### src/rtl/img_rx_pkg.sv
// Shared types and constants for the UART image-frame receiver.
package img_rx_pkg;

    typedef enum logic [1:0] {
        S_IDLE  = 2'd0,
        S_HI    = 2'd1,
        S_LO    = 2'd2,
        S_TRAIL = 2'd3
    } state_t;

    localparam logic [1:0] ERR_NONE    = 2'b00;
    localparam logic [1:0] ERR_TIMEOUT = 2'b01;
    localparam logic [1:0] ERR_TRAILER = 2'b10;

    localparam logic [7:0] SYNC_BYTE_DEF = 8'h5A;

endpackage

### src/rtl/uart_img_framer_timeout.sv
// Inter-byte idle watchdog: counts cycles without a byte while enabled.
module rx_timeout_cnt #(
    parameter int TIMEOUT_CYC = 104_166
) (
    input  logic i_clk_sys,
    input  logic i_rst_n,
    input  logic i_enable,
    input  logic i_kick,
    output logic o_expired
);

    localparam int CW = $clog2(TIMEOUT_CYC + 1);

    logic [CW-1:0] cnt_q, cnt_d;

    always_comb begin
        cnt_d = cnt_q + 1'b1;
        if (!i_enable || i_kick) begin
            cnt_d = '0;
        end
    end

    // Fires on the cycle the count would reach TIMEOUT_CYC; a byte that cycle wins.
    assign o_expired = i_enable && !i_kick && (cnt_q == CW'(TIMEOUT_CYC - 1));

    always_ff @(posedge i_clk_sys or negedge i_rst_n) begin
        if (!i_rst_n) begin
            cnt_q <= '0;
        end else begin
            cnt_q <= cnt_d;
        end
    end

endmodule

### src/rtl/uart_img_framer.sv
// Frame receiver: header detect, byte-pair pixel packing, raster tracking,
// trailer check and timeout abort. All outputs are registered.
module uart_img_framer
    import img_rx_pkg::*;
#(
    parameter int          IMG_W       = 100,
    parameter int          IMG_H       = 80,
    parameter int          PIX_W       = 12,
    parameter int          ADDR_W      = 15,
    parameter logic [7:0]  SYNC_BYTE   = SYNC_BYTE_DEF,
    parameter int          TIMEOUT_CYC = 104_166
) (
    input  logic              i_clk_sys,
    input  logic              i_rst_n,
    input  logic [7:0]        i_rx_data,
    input  logic              i_rx_valid,
    output logic              o_ram_wre,
    output logic [ADDR_W-1:0] o_ram_addr,
    output logic [PIX_W-1:0]  o_ram_din,
    output logic [11:0]       o_xpos,
    output logic [11:0]       o_ypos,
    output logic [ADDR_W-1:0] o_pixcnt,
    output logic              o_receiving,
    output logic              o_complete,
    output logic              o_frame_done,
    output logic [1:0]        o_error,
    output state_t            o_dbg_state
);

    localparam logic [ADDR_W-1:0] LAST_PIX = ADDR_W'(IMG_W * IMG_H - 1);
    localparam logic [11:0]       LAST_COL = 12'(IMG_W - 1);

    state_t              state_q, state_d;
    logic [7:0]          hi_q, hi_d;
    logic [11:0]         col_q, col_d, row_q, row_d;
    logic [ADDR_W-1:0]   pixcnt_q, pixcnt_d, addr_q, addr_d;
    logic [PIX_W-1:0]    din_q, din_d;
    logic [11:0]         xpos_q, xpos_d, ypos_q, ypos_d;
    logic                wre_q, wre_d, recv_q, recv_d;
    logic                complete_q, complete_d, done_q, done_d;
    logic [1:0]          err_q, err_d;
    logic                expired;

    rx_timeout_cnt #(.TIMEOUT_CYC(TIMEOUT_CYC)) u_timeout (
        .i_clk_sys (i_clk_sys),
        .i_rst_n   (i_rst_n),
        .i_enable  (state_q != S_IDLE),
        .i_kick    (i_rx_valid),
        .o_expired (expired)
    );

    always_comb begin
        state_d    = state_q;
        hi_d       = hi_q;
        col_d      = col_q;
        row_d      = row_q;
        pixcnt_d   = pixcnt_q;
        addr_d     = addr_q;
        din_d      = din_q;
        xpos_d     = xpos_q;
        ypos_d     = ypos_q;
        wre_d      = 1'b0;
        recv_d     = recv_q;
        complete_d = complete_q;
        done_d     = 1'b0;
        err_d      = err_q;
        case (state_q)
            S_IDLE: if (i_rx_valid && i_rx_data == SYNC_BYTE) begin
                state_d    = S_HI;
                pixcnt_d   = '0;
                col_d      = '0;
                row_d      = '0;
                xpos_d     = '0;
                ypos_d     = '0;
                complete_d = 1'b0;
                err_d      = ERR_NONE;
                recv_d     = 1'b1;
            end
            S_HI: if (i_rx_valid) begin
                hi_d    = i_rx_data;
                state_d = S_LO;
            end
            S_LO: if (i_rx_valid) begin
                // Narrow pixels keep the top bits of the low byte.
                wre_d    = 1'b1;
                addr_d   = pixcnt_q;
                din_d    = {hi_q, i_rx_data[7 -: PIX_W-8]};
                xpos_d   = col_q;
                ypos_d   = row_q;
                pixcnt_d = pixcnt_q + 1'b1;
                if (col_q == LAST_COL) begin
                    col_d = '0;
                    row_d = row_q + 1'b1;
                end else begin
                    col_d = col_q + 1'b1;
                end
                state_d = (pixcnt_q == LAST_PIX) ? S_TRAIL : S_HI;
            end
            S_TRAIL: if (i_rx_valid) begin
                state_d = S_IDLE;
                recv_d  = 1'b0;
                if (i_rx_data == SYNC_BYTE) begin
                    complete_d = 1'b1;
                    done_d     = 1'b1;
                end else begin
                    err_d = ERR_TRAILER;
                end
            end
            default: state_d = S_IDLE;
        endcase
        if (expired) begin
            state_d = S_IDLE;
            recv_d  = 1'b0;
            err_d   = ERR_TIMEOUT;
        end
    end

    always_ff @(posedge i_clk_sys or negedge i_rst_n) begin
        if (!i_rst_n) begin
            state_q    <= S_IDLE;
            hi_q       <= '0;
            col_q      <= '0;
            row_q      <= '0;
            pixcnt_q   <= '0;
            addr_q     <= '0;
            din_q      <= '0;
            xpos_q     <= '0;
            ypos_q     <= '0;
            wre_q      <= 1'b0;
            recv_q     <= 1'b0;
            complete_q <= 1'b0;
            done_q     <= 1'b0;
            err_q      <= ERR_NONE;
        end else begin
            state_q    <= state_d;
            hi_q       <= hi_d;
            col_q      <= col_d;
            row_q      <= row_d;
            pixcnt_q   <= pixcnt_d;
            addr_q     <= addr_d;
            din_q      <= din_d;
            xpos_q     <= xpos_d;
            ypos_q     <= ypos_d;
            wre_q      <= wre_d;
            recv_q     <= recv_d;
            complete_q <= complete_d;
            done_q     <= done_d;
            err_q      <= err_d;
        end
    end

    assign o_ram_wre    = wre_q;
    assign o_ram_addr   = addr_q;
    assign o_ram_din    = din_q;
    assign o_xpos       = xpos_q;
    assign o_ypos       = ypos_q;
    assign o_pixcnt     = pixcnt_q;
    assign o_receiving  = recv_q;
    assign o_complete   = complete_q;
    assign o_frame_done = done_q;
    assign o_error      = err_q;
    assign o_dbg_state  = state_q;

endmodule

### config.mk
export PLATFORM = sky130hd
export DESIGN_NAME = uart_img_framer
export DESIGN_NICKNAME = d
export VERILOG_FILES = /design/src/rtl/img_rx_pkg.sv /design/src/rtl/uart_img_framer_timeout.sv /design/src/rtl/uart_img_framer.sv
export SDC_FILE = /design/constraint.sdc
export NUM_CORES = 1
export LEC_CHECK = 0
export CAP_MARGIN = 40
export CORE_ASPECT_RATIO = 0.5
export CORE_UTILIZATION = 55
export DETAILED_ROUTE_END_ITERATION = 12
export GPL_TIMING_DRIVEN = 0
export PLACE_DENSITY_LB_ADDON = 0.25
export RECOVER_POWER = 100
export SETUP_SLACK_MARGIN = 0.1
export SLEW_MARGIN = 10
export SYNTH_ARGS = -nofsm -noshare
export SYNTH_HDL_FRONTEND = slang
export SYNTH_SLANG_ARGS = --single-unit
### constraint.sdc
create_clock -name i_clk_sys -period 7 [get_ports i_clk_sys]
set_clock_uncertainty 0.2 [all_clocks]
set_input_delay 1.4 -clock i_clk_sys [delete_from_list [all_inputs] [get_ports i_clk_sys]]
set_output_delay 1.4 -clock i_clk_sys [all_outputs]
set_load 0.005 [all_outputs]
==> results.txt <==
Vias in the first global route = 4798
Slew at the pin with the worst max-slew slack = 3.318 ns
DRT antenna net count = 0
WP data arrival = 4.41 ns
Initial antenna violation count = 0
CP max stage delay = 0.75 ns
Async SR Flop Fraction = 1.000
H-Tree Depth = 4
Overall routing resource usage = 0.2881
Max-cap violations = 1
Count of state elements after synthesis = 123
Fillers = 671
Final net count = 713
Max-slew violations = 60
Final instance area = 7318 um^2
Pre-CTS WS = 2.729 ns
Inserted Clock Buffers = 17
Max_slew headroom = -1.212
Largest net degree at the start of global routing = 65
CTS clk-pin slew, worst paths = 0.06 ns
Post-synth EDFFs = 0
Post-CTS Repair Setup Buffers = 0
DRC = 0
Max Fclk = 230.9 MHz
RePlAce Congestion = 0.8744
Core box area = 9759 um^2
Avg WL per Cell = 17.25 um
Initial drt markers = 443
Die area = 10830 um^2
Crit Path Category = primary input to flip-flop
Top post-synthesis cells by area = dfrtp_1 54%, nand2_1 8.3%, o21ai_0 5.6%, a21oi_1 2.2%, nand3_1 2.1%
Crit. End Element = flip-flop
Placed Cells = 813
Ratio of cells with drive above 1 in the final layout = 0.07042
Cts-stage hold buffer count = 0
Pleak = 3.416 nW
Yosys warnings = 0
First-pass iteration count of the detailed router = 5
CP startpoint = i_rx_data[6]
Initial core utilization = 0.5859
Most used DFF post-synth = dfrtp_1
Mapped Cells = 593
Row count = 25
Total congestion overflow = 0
Tcrit/Tclk final = 0.6188
Hold Path Class = flip-flop to flip-flop
Pwr Density = 231.7 nW/um^2
CP Data Required Time = 7.08 ns
# diodes = 0
Syn_area_per_cell = 9.642 um^2
Worst r2r src = col_q[8]
Resized Gates After CTS = 0
Run status = finished with violations
Top-area cell type share of the netlist area = 0.5383
Crit path max fanout = 10
Final WL = 14.58 mm
Peak VDD IR = 212.4 uV
Unique masters post-synth = 56
Synth Net Count = 609
Beginning of the worst hold path = o_ram_addr[12]
Layout area overhead = 27.99%
Setup violators final = 0
Post-synth top area cell = dfrtp_1
Final Hold Viols = 0
PortBufs = 84
RSZ-0062 raised after global routing = no
Vias per std cell = 5.972
Overall power = 1.696 mW
CP max stage cell = dlygate4sd3_1
Post-synthesis cell area = 5718 um^2
Register area share after synthesis = 0.5383
Die height = 74.10 um
Clock latency at the later pin of the worst-skew pair = 0.42 ns
Area after DPL = 6756 um^2
Root Buffer = clkbuf_16
Cell Count, Final, Fillers Out = 845
CP startpoint kind = primary input
DP HPWL = 9.543 mm
Clock buffer depth = 2
TritonCTS clock tree = yes
Failing checks = max-capacitance violations, max-slew violations
Via count = 5046
First-pass GRT wire length = 23.88 mm
I/O Pins = 85
TritonCTS Sinks = 123
Final Critical Period = 4.331 ns
Die extent in x = 146.2 um
Crit-path cells = dlygate4sd3_1, nor4bb_1, clkbuf_1, and3_1, dlygate4sd3_1, clkbuf_1, nor2_1
Final Worst Setup Slack = 2.669 ns
synthesized netlist by cell type, drive strengths merged (4+ instances only):
cell    number
inv         10
a21oi       25
nor2        25
or4         14
nor2b        4
or3         12
and4         5
a21o         5
nor3         9
nand2      126
ha           5
and3         6
nand2b       9
o31ai       13
nor4bb       5
o21ai       64
dfrtp      123
clkbuf      28
xor2        11
mux2         8
mux2i        5
xnor2        5
nand4       11
nand3       24
power breakdown:
group	internal, mW	leakage, nW	switching, mW	total, mW
combinational	0.0230	1.42	0.0349	0.0579
clock	0.569	0.296	0.336	0.905
sequential	0.723	1.70	0.00946	0.733
total	1.32	3.42	0.380	1.70
placed cells by master, fill, tap and decap left out, types with 6 or more instances in the layout:
| cell | instances |
|---|---|
| nand2_1 | 126 |
| dfrtp_1 | 123 |
| dlygate4sd3_1 | 77 |
| o21ai_0 | 64 |
| clkbuf_1 | 28 |
| a21oi_1 | 25 |
| nor2_1 | 25 |
| nand3_1 | 24 |
| clkbuf_16 | 17 |
| o31ai_1 | 13 |
| or4_1 | 13 |
| nand4_1 | 11 |
| or3_1 | 11 |
| xor2_1 | 11 |
| inv_1 | 10 |
| nor3_1 | 9 |
| nand2b_1 | 9 |
| mux2_2 | 8 |
| clkdlybuf4s50_1 | 7 |
| and3_1 | 6 |
| clkinv_4 | 6 |
cell families (layout without fill, tap and decap cells):
kind of cell / Yosys count / in the layout / synth area share
adder cells (fa/ha/maj): 5 / 5 / 0.01094
buffers and inverters: 42 / 159 / 0.03632
XOR/XNOR: 16 / 16 / 0.02451
AO/OA/AOI/OAI: 131 / 131 / 0.1361
multiplexers: 13 / 13 / 0.02451
AND/OR/NAND/NOR: 263 / 263 / 0.2293
flip-flops: 123 / 123 / 0.5383
path summary, 6_finish.rpt:
| kind | to | slack (ns) | cells after the start |
|---|---|---|---|
| worst min-delay path | o_ram_addr[12] | 0.27 | 2 |
| worst max-delay path | o_pixcnt[5] | 2.67 | 7 |
| worst min register to register | o_ram_addr[12] | 0.27 | 2 |
| min in group asynchronous | u_timeout.cnt_q[0] | 1.88 | 1 |
| max in group asynchronous | o_ypos[6] | 2.83 | 1 |
| worst max register to register | row_q[6] | 4.21 | 5 |
through the flow:
stage               hold slack, ns  setup TNS [ns]  utilization
global placement            0.2463          -49.38       0.6894
finish                      0.2662               0       0.7499
floorplan                   0.2331               0            -
detailed placement          0.2546               0       0.6923
global route                0.2969               0       0.7499
CTS                         0.2682               0       0.7550
worst max-delay path, delay by kind of cell:
family,cells,cell delay (ns)
buffers and inverters,4,2.23
and+or+nand+nor,3,0.76
per-layer routing:
layer  global-route usage  vias up  part of all wire
li1                     -     2319                 -
met1               0.3892     2502              0.43
met2               0.4577      203              0.47
met3              0.06933       22             0.079
met4               0.1192        0             0.012
met5                    0        -                 0
final cells by class:
| cell class | count | area (um^2) | share of cell area |
|---|---|---|---|
| Buffer | 32 | 138.9 | 0.01898 |
| Clock buffer | 18 | 439.2 | 0.06001 |
| Clock inverter | 14 | 172.7 | 0.02359 |
| Inverter | 10 | 37.54 | 0.005129 |
| Multi-Input combinational cell | 428 | 2421 | 0.3308 |
| Sequential cell | 123 | 3078 | 0.4206 |
| Tap cell | 135 | 168.9 | 0.02308 |
| Timing Repair Buffer | 85 | 862.1 | 0.1178 |
state kept, by name, indices dropped and copies added (netlist names), 8 cells and up:
register and flops:
o_pixcnt 15, o_xpos 12, col_q 12, row_q 12, u_timeout.cnt_q 17, hi_q 8
o_ram_addr 15, o_ram_din 12, o_ypos 12
Power figures use the tool's default switching activity.
